===== src/rtl/mult_div_unit_if.sv =====
// Shared word type and operation encoding, plus the request/result bundle
// between the execute stage and the iterative multiply/divide unit.
package cpu_types_pkg;
  typedef logic [31:0] word_t;

  typedef enum logic [1:0] {
    OP_MULT  = 2'b00,
    OP_MULTU = 2'b01,
    OP_DIV   = 2'b10,
    OP_DIVU  = 2'b11
  } md_op_e;
endpackage

interface mult_div_unit_if;
  import cpu_types_pkg::*;

  logic   start;
  md_op_e op;
  word_t  port_a;
  word_t  port_b;
  logic   flush;
  logic   busy;
  logic   done;
  logic   div_by_zero;
  word_t  hi;
  word_t  lo;

  modport master (
    output start, op, port_a, port_b, flush,
    input  busy, done, div_by_zero, hi, lo
  );

  modport slave (
    input  start, op, port_a, port_b, flush,
    output busy, done, div_by_zero, hi, lo
  );
endinterface


===== src/rtl/mult_div_unit.sv =====
// Iterative 32-bit MULT/MULTU/DIV/DIVU: magnitudes in, 32 shift-add or
// restoring steps on a 64-bit register, sign fix-up and HI/LO write-back.
module mult_div_unit
  import cpu_types_pkg::*;
(
  input  logic            CLK,
  input  logic            nRST,
  mult_div_unit_if.slave  bus
);

  typedef enum logic [1:0] {
    S_IDLE,
    S_CALC,
    S_SIGN
  } state_e;

  state_e      state_q, state_d;
  logic [4:0]  cnt_q;
  logic [63:0] acc_q;        // multiply: {acc, multiplier}; divide: {rem, quo}
  word_t       opb_q;        // multiplicand or divisor magnitude
  word_t       raw_a_q;
  logic        is_div_q;
  logic        neg_res_q;
  logic        neg_rem_q;
  logic        dbz_pend_q;
  word_t       hi_q, lo_q;
  logic        done_q;
  logic        dbz_q;

  logic        accept;
  logic        signed_op;
  logic        zero_div;
  word_t       mag_a, mag_b;

  assign accept    = (state_q == S_IDLE) && bus.start && !bus.flush;
  assign signed_op = ~bus.op[0];
  assign zero_div  = bus.op[1] && (bus.port_b == '0);
  // 0x80000000 negates to itself, which is its correct unsigned magnitude.
  assign mag_a     = (signed_op && bus.port_a[31]) ? -bus.port_a : bus.port_a;
  assign mag_b     = (signed_op && bus.port_b[31]) ? -bus.port_b : bus.port_b;

  // State register
  always_ff @(posedge CLK or negedge nRST) begin
    if (!nRST) state_q <= S_IDLE;
    else       state_q <= state_d;
  end

  // Next-state logic
  always_comb begin
    // NOTE: every combinational output gets a default first so no path leaves it unassigned (no latch).
    state_d = state_q;
    unique case (state_q)
      S_IDLE: if (accept) state_d = zero_div ? S_SIGN : S_CALC;
      S_CALC: begin
        if (bus.flush)          state_d = S_IDLE;
        else if (cnt_q == 5'd31) state_d = S_SIGN;
      end
      S_SIGN: state_d = S_IDLE;
      default: state_d = S_IDLE;
    endcase
  end

  // Output logic: all driven from registers only
  always_comb begin
    bus.busy        = (state_q != S_IDLE);
    bus.done        = done_q;
    bus.div_by_zero = dbz_q;
    bus.hi          = hi_q;
    bus.lo          = lo_q;
  end

  // One iteration step for each operation class
  logic [32:0] mul_sum;
  logic [32:0] div_sh;
  logic [32:0] div_diff;
  logic [63:0] step_val;

  always_comb begin
    mul_sum  = {1'b0, acc_q[63:32]} + (acc_q[0] ? {1'b0, opb_q} : 33'd0);
    div_sh   = {acc_q[63:32], acc_q[31]};
    div_diff = div_sh - {1'b0, opb_q};
    if (is_div_q) begin
      // Partial remainder stays below the divisor, so a borrow means "restore".
      step_val = div_diff[32] ? {div_sh[31:0],   acc_q[30:0], 1'b0}
                              : {div_diff[31:0], acc_q[30:0], 1'b1};
    end else begin
      step_val = {mul_sum, acc_q[31:1]};
    end
  end

  // Sign correction and write-back selection
  logic [63:0] prod;
  word_t       quo, rem;
  word_t       wb_hi, wb_lo;

  always_comb begin
    prod = neg_res_q ? -acc_q : acc_q;
    quo  = neg_res_q ? -acc_q[31:0]  : acc_q[31:0];
    rem  = neg_rem_q ? -acc_q[63:32] : acc_q[63:32];
    if (dbz_pend_q) begin
      wb_hi = raw_a_q;
      wb_lo = 32'hFFFF_FFFF;
    end else if (is_div_q) begin
      wb_hi = rem;
      wb_lo = quo;
    end else begin
      wb_hi = prod[63:32];
      wb_lo = prod[31:0];
    end
  end

  // Operand capture and iteration datapath
  always_ff @(posedge CLK or negedge nRST) begin
    if (!nRST) begin
      cnt_q      <= '0;
      acc_q      <= '0;
      opb_q      <= '0;
      raw_a_q    <= '0;
      is_div_q   <= 1'b0;
      neg_res_q  <= 1'b0;
      neg_rem_q  <= 1'b0;
      dbz_pend_q <= 1'b0;
    end else if (accept) begin
      // NOTE: sequential state uses non-blocking assignments so every register samples pre-edge values.
      cnt_q      <= '0;
      acc_q      <= {32'd0, mag_a};
      opb_q      <= mag_b;
      raw_a_q    <= bus.port_a;
      is_div_q   <= bus.op[1];
      neg_res_q  <= signed_op && (bus.port_a[31] ^ bus.port_b[31]);
      neg_rem_q  <= (bus.op == OP_DIV) && bus.port_a[31];
      dbz_pend_q <= zero_div;
    end else if (state_q == S_CALC) begin
      acc_q <= step_val;
      cnt_q <= cnt_q + 5'd1;
    end
  end

  // Architectural HI/LO, done pulse and divide-by-zero flag
  always_ff @(posedge CLK or negedge nRST) begin
    if (!nRST) begin
      hi_q   <= '0;
      lo_q   <= '0;
      done_q <= 1'b0;
      dbz_q  <= 1'b0;
    end else begin
      done_q <= (state_q == S_SIGN) && !bus.flush;
      if ((state_q == S_SIGN) && !bus.flush) begin
        hi_q  <= wb_hi;
        lo_q  <= wb_lo;
        dbz_q <= dbz_pend_q;
      end
    end
  end

endmodule


===== src/flat_wrapper.sv =====
// flat-port wrapper written by rule: the top's interface ports become plain ports
module mult_div_unit_flat import cpu_types_pkg::*;
  (CLK, nRST, bus_start, bus_op, bus_port_a, bus_port_b, bus_flush, bus_busy, bus_done, bus_div_by_zero, bus_hi, bus_lo);
  mult_div_unit_if bus_i ();
  input  logic CLK;
  input  logic nRST;
  input wire logic [$bits(bus_i.start)-1:0] bus_start;
  input wire logic [$bits(bus_i.op)-1:0] bus_op;
  input wire logic [$bits(bus_i.port_a)-1:0] bus_port_a;
  input wire logic [$bits(bus_i.port_b)-1:0] bus_port_b;
  input wire logic [$bits(bus_i.flush)-1:0] bus_flush;
  output wire logic [$bits(bus_i.busy)-1:0] bus_busy;
  output wire logic [$bits(bus_i.done)-1:0] bus_done;
  output wire logic [$bits(bus_i.div_by_zero)-1:0] bus_div_by_zero;
  output wire logic [$bits(bus_i.hi)-1:0] bus_hi;
  output wire logic [$bits(bus_i.lo)-1:0] bus_lo;
  assign bus_i.start = bus_start;
  assign bus_i.op = bus_op;
  assign bus_i.port_a = bus_port_a;
  assign bus_i.port_b = bus_port_b;
  assign bus_i.flush = bus_flush;
  assign bus_busy = bus_i.busy;
  assign bus_done = bus_i.done;
  assign bus_div_by_zero = bus_i.div_by_zero;
  assign bus_hi = bus_i.hi;
  assign bus_lo = bus_i.lo;
  mult_div_unit u_core (.CLK(CLK), .nRST(nRST), .bus(bus_i));
endmodule

===== config.mk =====
export PLATFORM = sky130hd
export DESIGN_NAME = mult_div_unit_flat
export DESIGN_NICKNAME = d
export VERILOG_FILES = /design/src/rtl/mult_div_unit_if.sv /design/src/rtl/mult_div_unit.sv /design/src/flat_wrapper.sv
export SDC_FILE = /design/constraint.sdc
export NUM_CORES = 1
export LEC_CHECK = 0
export CORE_UTILIZATION = 50
export CTS_CLUSTER_DIAMETER = 120
export DETAILED_ROUTE_END_ITERATION = 16
export PLACE_DENSITY = 0.8
export SETUP_SLACK_MARGIN = 0.05
export SYNTH_ARGS = -nofsm -noshare
export SYNTH_HDL_FRONTEND = slang
export SYNTH_SLANG_ARGS = --single-unit

===== constraint.sdc =====
create_clock -name CLK -period 5.5 [get_ports CLK]
set_input_delay 1.1 -clock CLK [delete_from_list [all_inputs] [get_ports CLK]]
set_output_delay 1.1 -clock CLK [all_outputs]
set_load 0.02 [all_outputs]

==> run metrics <==
CTS tree yes; reg2reg end u_core.acc_q[35]$_DFFE_PN0P_; antenna viol nets, final 0; clock sink count 205; Diodes inserted 0; P per Cell Area 557 mW/mm^2; Worst Tran Pin Value 1.27 ns; syn_area_per_cell 8.19 um^2; status complete, no violations; register area share after synthesis 33.3%; R2R Setup Slk 1.35 ns; Top FF cell, synth dfrtp_1; CTS root buf clkbuf_16; fmax 241 MHz; die area 0.0315 mm^2; Die Wd 177 um; vias post-DR 14951; Min Hold Slack 0.473 ns; R2R cell count 13; slew margin rel. 15.1%; Clock Latency Late Sink 0.54 ns; WHS Endpoint u_core.raw_a_q[10]$_DFFE_PN0P_; Hold Crit Class flip-flop to flip-flop; GR Layer Usage met2 51.0%; H-tree depth 1; busiest grt layer met2; commonest cells after routing, fill and taps aside nand2_1, dfrtp_1, o21ai_0, nor2_1, clkdlybuf4s50_1; Clock Skews 0.0195 ns; routed len/inst 20.6 um; LEAKAGE 7.82 nW; Mapped Area 0.0154 mm^2; WL final 49.0 mm; Post-CTS Setup Bufs 0; Num CTS Buffers 24; Total Neg Setup Slack 0 ns; Worst setup SP type flip-flop; FP Rows 63; first-pass GRT wire length 77.0 mm; post-cts resize count 0; routability congestion estimate 0.999; GR Util met3 4.28%; Detailed Route Iter0 Violations 1571; CP Data Required Time 5.92 ns; total track usage 31.1%; Placeable Area 0.0300 mm^2; Setup violations, final 0; cells after synthesis 1879; Max IR drop VDD 0.251 mV; clk slew on worst S/H paths 0.06 ns; RSZ-0062 raised after global routing false; Post-synth EDFFs 0; max_cap viols 0; hold path startpoint u_core.raw_a_q[10]$_DFFE_PN0P_; io pins 137; final cell count without fillers 2374; endpoint class of the critical path flip-flop; fraction of registers with async set/reset 100%; worst hold path cell count 2; initial antenna violation count 0; met1 Usage GRT 42.5%; PortBufs 136; DPL Wire Length 35.9 mm; Pre-Repair DR Iteration Count 8; worst-path fanout max 24; total congestion overflow 0; Final Hold Viols 0; min Tclk post-route 4.15 ns; vias in the first global route 14035; Die Y-Extent 177 um; fillcell total 2675; crit path kind flip-flop to flip-flop; area delta synth->final 16.4%; Clock Path Buffers 3; Synth Net Count 2021; Post-Place Cells 2330; Max Slew Vio Count 0; drc violations 0; largest net degree at the start of global routing 150; commonest non-fill, non-tap cell in the layout nand2_1; Synth Warn # 0; Layout Nets 2108; Final Core Density 59.8%; RR Startpoint u_core.acc_q[31]$_DFFE_PN0P_; initial core utilization 51.4%; Vias per Instance 6.30; hold_buf cts 0; Critical Path AT 4.57 ns; Yosys cell types 81; ratio of cells with drive above 1 in the final layout 5.49%; #FFs+latches synth 205; fin crit share 75.4%
## through the flow
step	setup slack [ns]	instance area [um^2]	total power [W]
CTS	1.47	17900	0.00990
floorplan	2.27	15400	0.00636
global placement	1.44	17100	0.00806
finish	1.35	17900	0.00999
global route	1.17	17900	0.0106
detailed placement	1.43	17100	0.00815
## critical path, cell delays in order, from the launching register on
cell and delay (ns):
dfrtp_1 0.44, inv_1 0.14, ha_1 0.20, fa_1 0.22
nand2b_1 0.14, a21oi_1 0.09, o21ai_0 0.44, a21oi_1 0.28
o21a_1 0.29, o311ai_4 0.95, buf_4 0.42, a211o_1 0.14
a31oi_1 0.08, a21o_1 0.19
## cells by family after synthesis
| logic type | after synthesis | synth area share [%] |
|---|---|---|
| AO/OA/AOI/OAI | 582 | 24.2 |
| multiplexers | 55 | 3.59 |
| AND/OR/NAND/NOR | 640 | 19.6 |
| flip-flops | 205 | 33.3 |
| adder cells (fa/ha/maj) | 72 | 5.95 |
| XOR/XNOR | 161 | 9.16 |
| buffers and inverters | 164 | 4.15 |
## flip-flops by register name, indices dropped and copies added, names as in the netlist, 2 cells and up
register	flops
u_core.acc_q	64
u_core.bus.hi	32
u_core.bus.lo	32
u_core.opb_q	32
u_core.raw_a_q	32
u_core.cnt_q	5
u_core.state_q	2
## report_power, final
| part | leakage, nW | internal [W] | switching, W | total (W) |
|---|---|---|---|---|
| registers | 2.50 | 0.00206 | 0.000745 | 0.00280 |
| clock network | 0.422 | 0.00104 | 0.000676 | 0.00171 |
| logic | 4.89 | 0.00232 | 0.00316 | 0.00547 |
## synth_stat cells (all sizes together) (4+ instances only)
master | count | area (um^2)
buf | 15 | 78.8
nor4 | 15 | 113
inv | 64 | 240
o41ai | 8 | 96.4
o221ai | 10 | 87.6
a31oi | 23 | 144
a22oi | 15 | 113
nand2b | 23 | 144
and3 | 24 | 150
a221oi | 5 | 43.8
nand2 | 272 | 1020
or4 | 12 | 93.8
o22a | 31 | 272
nor2b | 10 | 62.6
o211ai | 28 | 210
o31a | 7 | 61.3
nand3 | 21 | 105
nand4 | 13 | 103
o21bai | 7 | 52.6
or3 | 19 | 124
a21o | 35 | 263
xnor2 | 104 | 911
or2 | 11 | 68.8
xor2 | 57 | 499
mux2i | 53 | 531
dfrtp | 205 | 5130
o21ai | 183 | 916
nor2 | 156 | 596
nor4b | 5 | 73.8
o22ai | 11 | 68.8
o21a | 13 | 97.6
clkbuf | 84 | 315
a221o | 4 | 40.0
a21oi | 134 | 671
nand3b | 5 | 37.5
nor3 | 36 | 195
ha | 70 | 876
and2 | 9 | 56.3
a21boi | 5 | 37.5
a211oi | 14 | 115
o31ai | 23 | 173
## routing by layer
metal	part of all wire, %	vias to the layer above
li1	-	6931
met1	43	7217
met2	46	707
met3	7.9	96
met4	2.8	0
met5	0	-
## how the worst max path moves through the flow
stage / to / slack (ns) / cells after the start / startpoint
floorplan: u_core.acc_q[25]$_DFFE_PN0P_ / 2.27 / 9 / bus_port_a[5]
global placement: u_core.acc_q[29]$_DFFE_PN0P_ / 1.44 / 10 / bus_port_a[3]
detailed placement: u_core.acc_q[29]$_DFFE_PN0P_ / 1.43 / 10 / bus_port_a[3]
CTS: u_core.acc_q[35]$_DFFE_PN0P_ / 1.47 / 13 / u_core.acc_q[31]$_DFFE_PN0P_
global route: u_core.acc_q[35]$_DFFE_PN0P_ / 1.17 / 13 / u_core.acc_q[31]$_DFFE_PN0P_
finish: u_core.acc_q[35]$_DFFE_PN0P_ / 1.35 / 13 / u_core.acc_q[31]$_DFFE_PN0P_
## cell type report
type                            instances  area, um^2  share of cell area, %
Clock buffer                           34         708                   3.95
Tap cell                              390         488                   2.72
Clock inverter                         10         136                  0.761
Sequential cell                       205        5130                   28.6
Inverter                               65         244                   1.36
Timing Repair Buffer                  160        1560                   8.69
Multi-Input combinational cell       1510        9660                   53.9
No activity file was read; power rests on OpenSTA's default activity.
==> patch (same settings) <==
The 3 states of `state_e` get a one-hot encoding in 3 bits.
--- a/src/rtl/mult_div_unit.sv
+++ b/src/rtl/mult_div_unit.sv
@@ -9,8 +9,8 @@
 );
 
-  typedef enum logic [1:0] {
-    S_IDLE,
-    S_CALC,
-    S_SIGN
+  typedef enum logic [2:0] {
+    S_IDLE = 3'b001,
+    S_CALC = 3'b010,
+    S_SIGN = 3'b100
   } state_e;
 
Function: same outputs for any inputs over 4 cycles, from zero or initial values and one cycle with nRST low; so few cycles prove little.
==> patch against the unedited design <==
- die area is 4.4% higher
- hold slack better by 0.0040 ns
- cell area is 3.9% higher
- utilization is 0.81 points lower
- fmax is 2.3% lower
- worst setup slack worse by 0.097 ns
- sequential cell count is 1 higher
- first-iteration DRC count is 2.0% lower
- non-clock buffer count is 3 lower
- wire length is 4.4% higher
- via count is 7.1% higher
- critical path depth is 1 higher
- synthesized area is 4.4% higher
- highest routed layer unchanged
Power is not compared: it rests on default switching activity, and its combinational part moved more than twofold at a synthesized area within 25%.
==> patch: results (changes against the unedited design) <==
| Metric | Value |
|---|---|
| Post-DP HPWL | `37200 um (was 35900 um)` |
| Post-synth top cells | `nand2_1, dfrtp_1, nor2_1 (was nand2_1, dfrtp_1, o21ai_0)` |
| Placer congestion estimate | `0.971 (was 0.999)` |
| CP max FO | `33 (was 24)` |
| Pin count of the biggest net entering global routing | `123 (was 150)` |
| Wire length on met1 | `21400 um (was 21000 um)` |
| Cell variety after synth | `86 (was 81)` |
| WHS | `0.477 ns (was 0.473 ns)` |
| R2R Setup Slk | `1.25 ns (was 1.35 ns)` |
| DR WL/cell | `20.3 um (was 20.6 um)` |
| R2r startpoint | `u_core.acc_q[31] (unchanged)` |
| CTS resizes | `0 (unchanged)` |
| Clock skew | `0.0186 ns (was 0.0195 ns)` |
| Vias in the first global route | `15.3k (was 14.0k)` |
| Initial drt markers | `1539 (was 1571)` |
| Layout cells sized above 1 | `5.24% (was 5.49%)` |
| GR Layer Usage met2 | `49.7% (was 51.0%)` |
| Filler cells | `2783 (was 2675)` |
| CTS buffer count | `25 (was 24)` |
| Period minus WS final | `4.25 ns (was 4.15 ns)` |
| DR vias/cell | `6.35 (was 6.30)` |
| Final WL | `51100 um (was 49000 um)` |
| Worst-Skew Late Latency | `0.56 ns (was 0.54 ns)` |
| Routed wl met3 | `4730 um (was 3890 um)` |
| Status | `complete, no violations (unchanged)` |
| Clock buf/inv share | `5.22% (was 4.71%)` |
| Mean Syn Cell Area | `7.88 um2 (was 8.19 um2)` |
| Cells after DPL | `2475 (was 2330)` |
| RR Endpoint | `u_core.acc_q[39] (was u_core.acc_q[35])` |
| Met2 wire len | `23400 um (was 22600 um)` |
| Crit path DAT | `4.63 ns (was 4.57 ns)` |
| Multi-input logic portion of the cell area | `54.9% (was 53.9%)` |
| Met1 GRT Util | `43.0% (was 42.5%)` |
| Min-Delay Startpoint | `u_core.raw_a_q[20] (was u_core.raw_a_q[10])` |
| Worst slew pin tran | `1.12 ns (was 1.27 ns)` |
| Clk root buf | `clkbuf_16 (unchanged)` |
| NonClk Buf Share | `8.24% (was 8.69%)` |
| Total Routing Usage GR | `31.0% (was 31.1%)` |
| Clock buffers | `27 (was 34)` |
| TritonCTS Sinks | `206 (was 205)` |
| Hold endpoint | `u_core.raw_a_q[20] (was u_core.raw_a_q[10])` |
| CP max-delay cell | `a2111oi_0 (was o311ai_4)` |
| Non-CTS buffers | `157 (was 160)` |
| Post-synthesis sequential area ratio | `32.1% (was 33.3%)` |
| First-pass GRT wire length | `82100 um (was 77000 um)` |
| Max incr delay on CP | `0.55 ns (was 0.95 ns)` |
| Layout net count | `2242 (was 2108)` |
| Multi-input comb cells | `1649 (was 1510)` |
| Seq/total area | `27.7% (was 28.6%)` |
## patch: changes by cell type after synthesis, sizes merged, moves of 15 or more
cell,before,now
xnor2,104,86
o211ai,28,46
clkbuf,84,99
or3,19,34
nor2,156,176
o22a,31,2
nand3,21,67
a21oi,134,171
nand2,272,306
## patch: power by group through the flow
stage	logic [mW]	clock network [mW]	registers (mW)
2_1_floorplan	1.89	0	1.89
3_3_place_gp	2.42	0	2.04
3_5_place_dp	2.47	0	2.05
4_1_cts	2.49	1.97	2.03
5_1_grt	2.80	2.03	2.07
6_report	2.54	1.96	2.05
## patch: stage by stage
step                      area, um2  utilization [%]
after CTS                     18600             59.0
after global routing          18600             59.0
after global placement        17700             55.9
final                         18600             59.0
after detailed placement      17700             55.9
after floorplan               16100                -
## patch: logic make-up after synthesis
kind of cell	synth area share, %
compound gates	23.1
xor+xnor	8.64
fa+ha+maj	5.70
buf+inv	4.37
flops	32.1
mux	3.57
simple gates	22.6
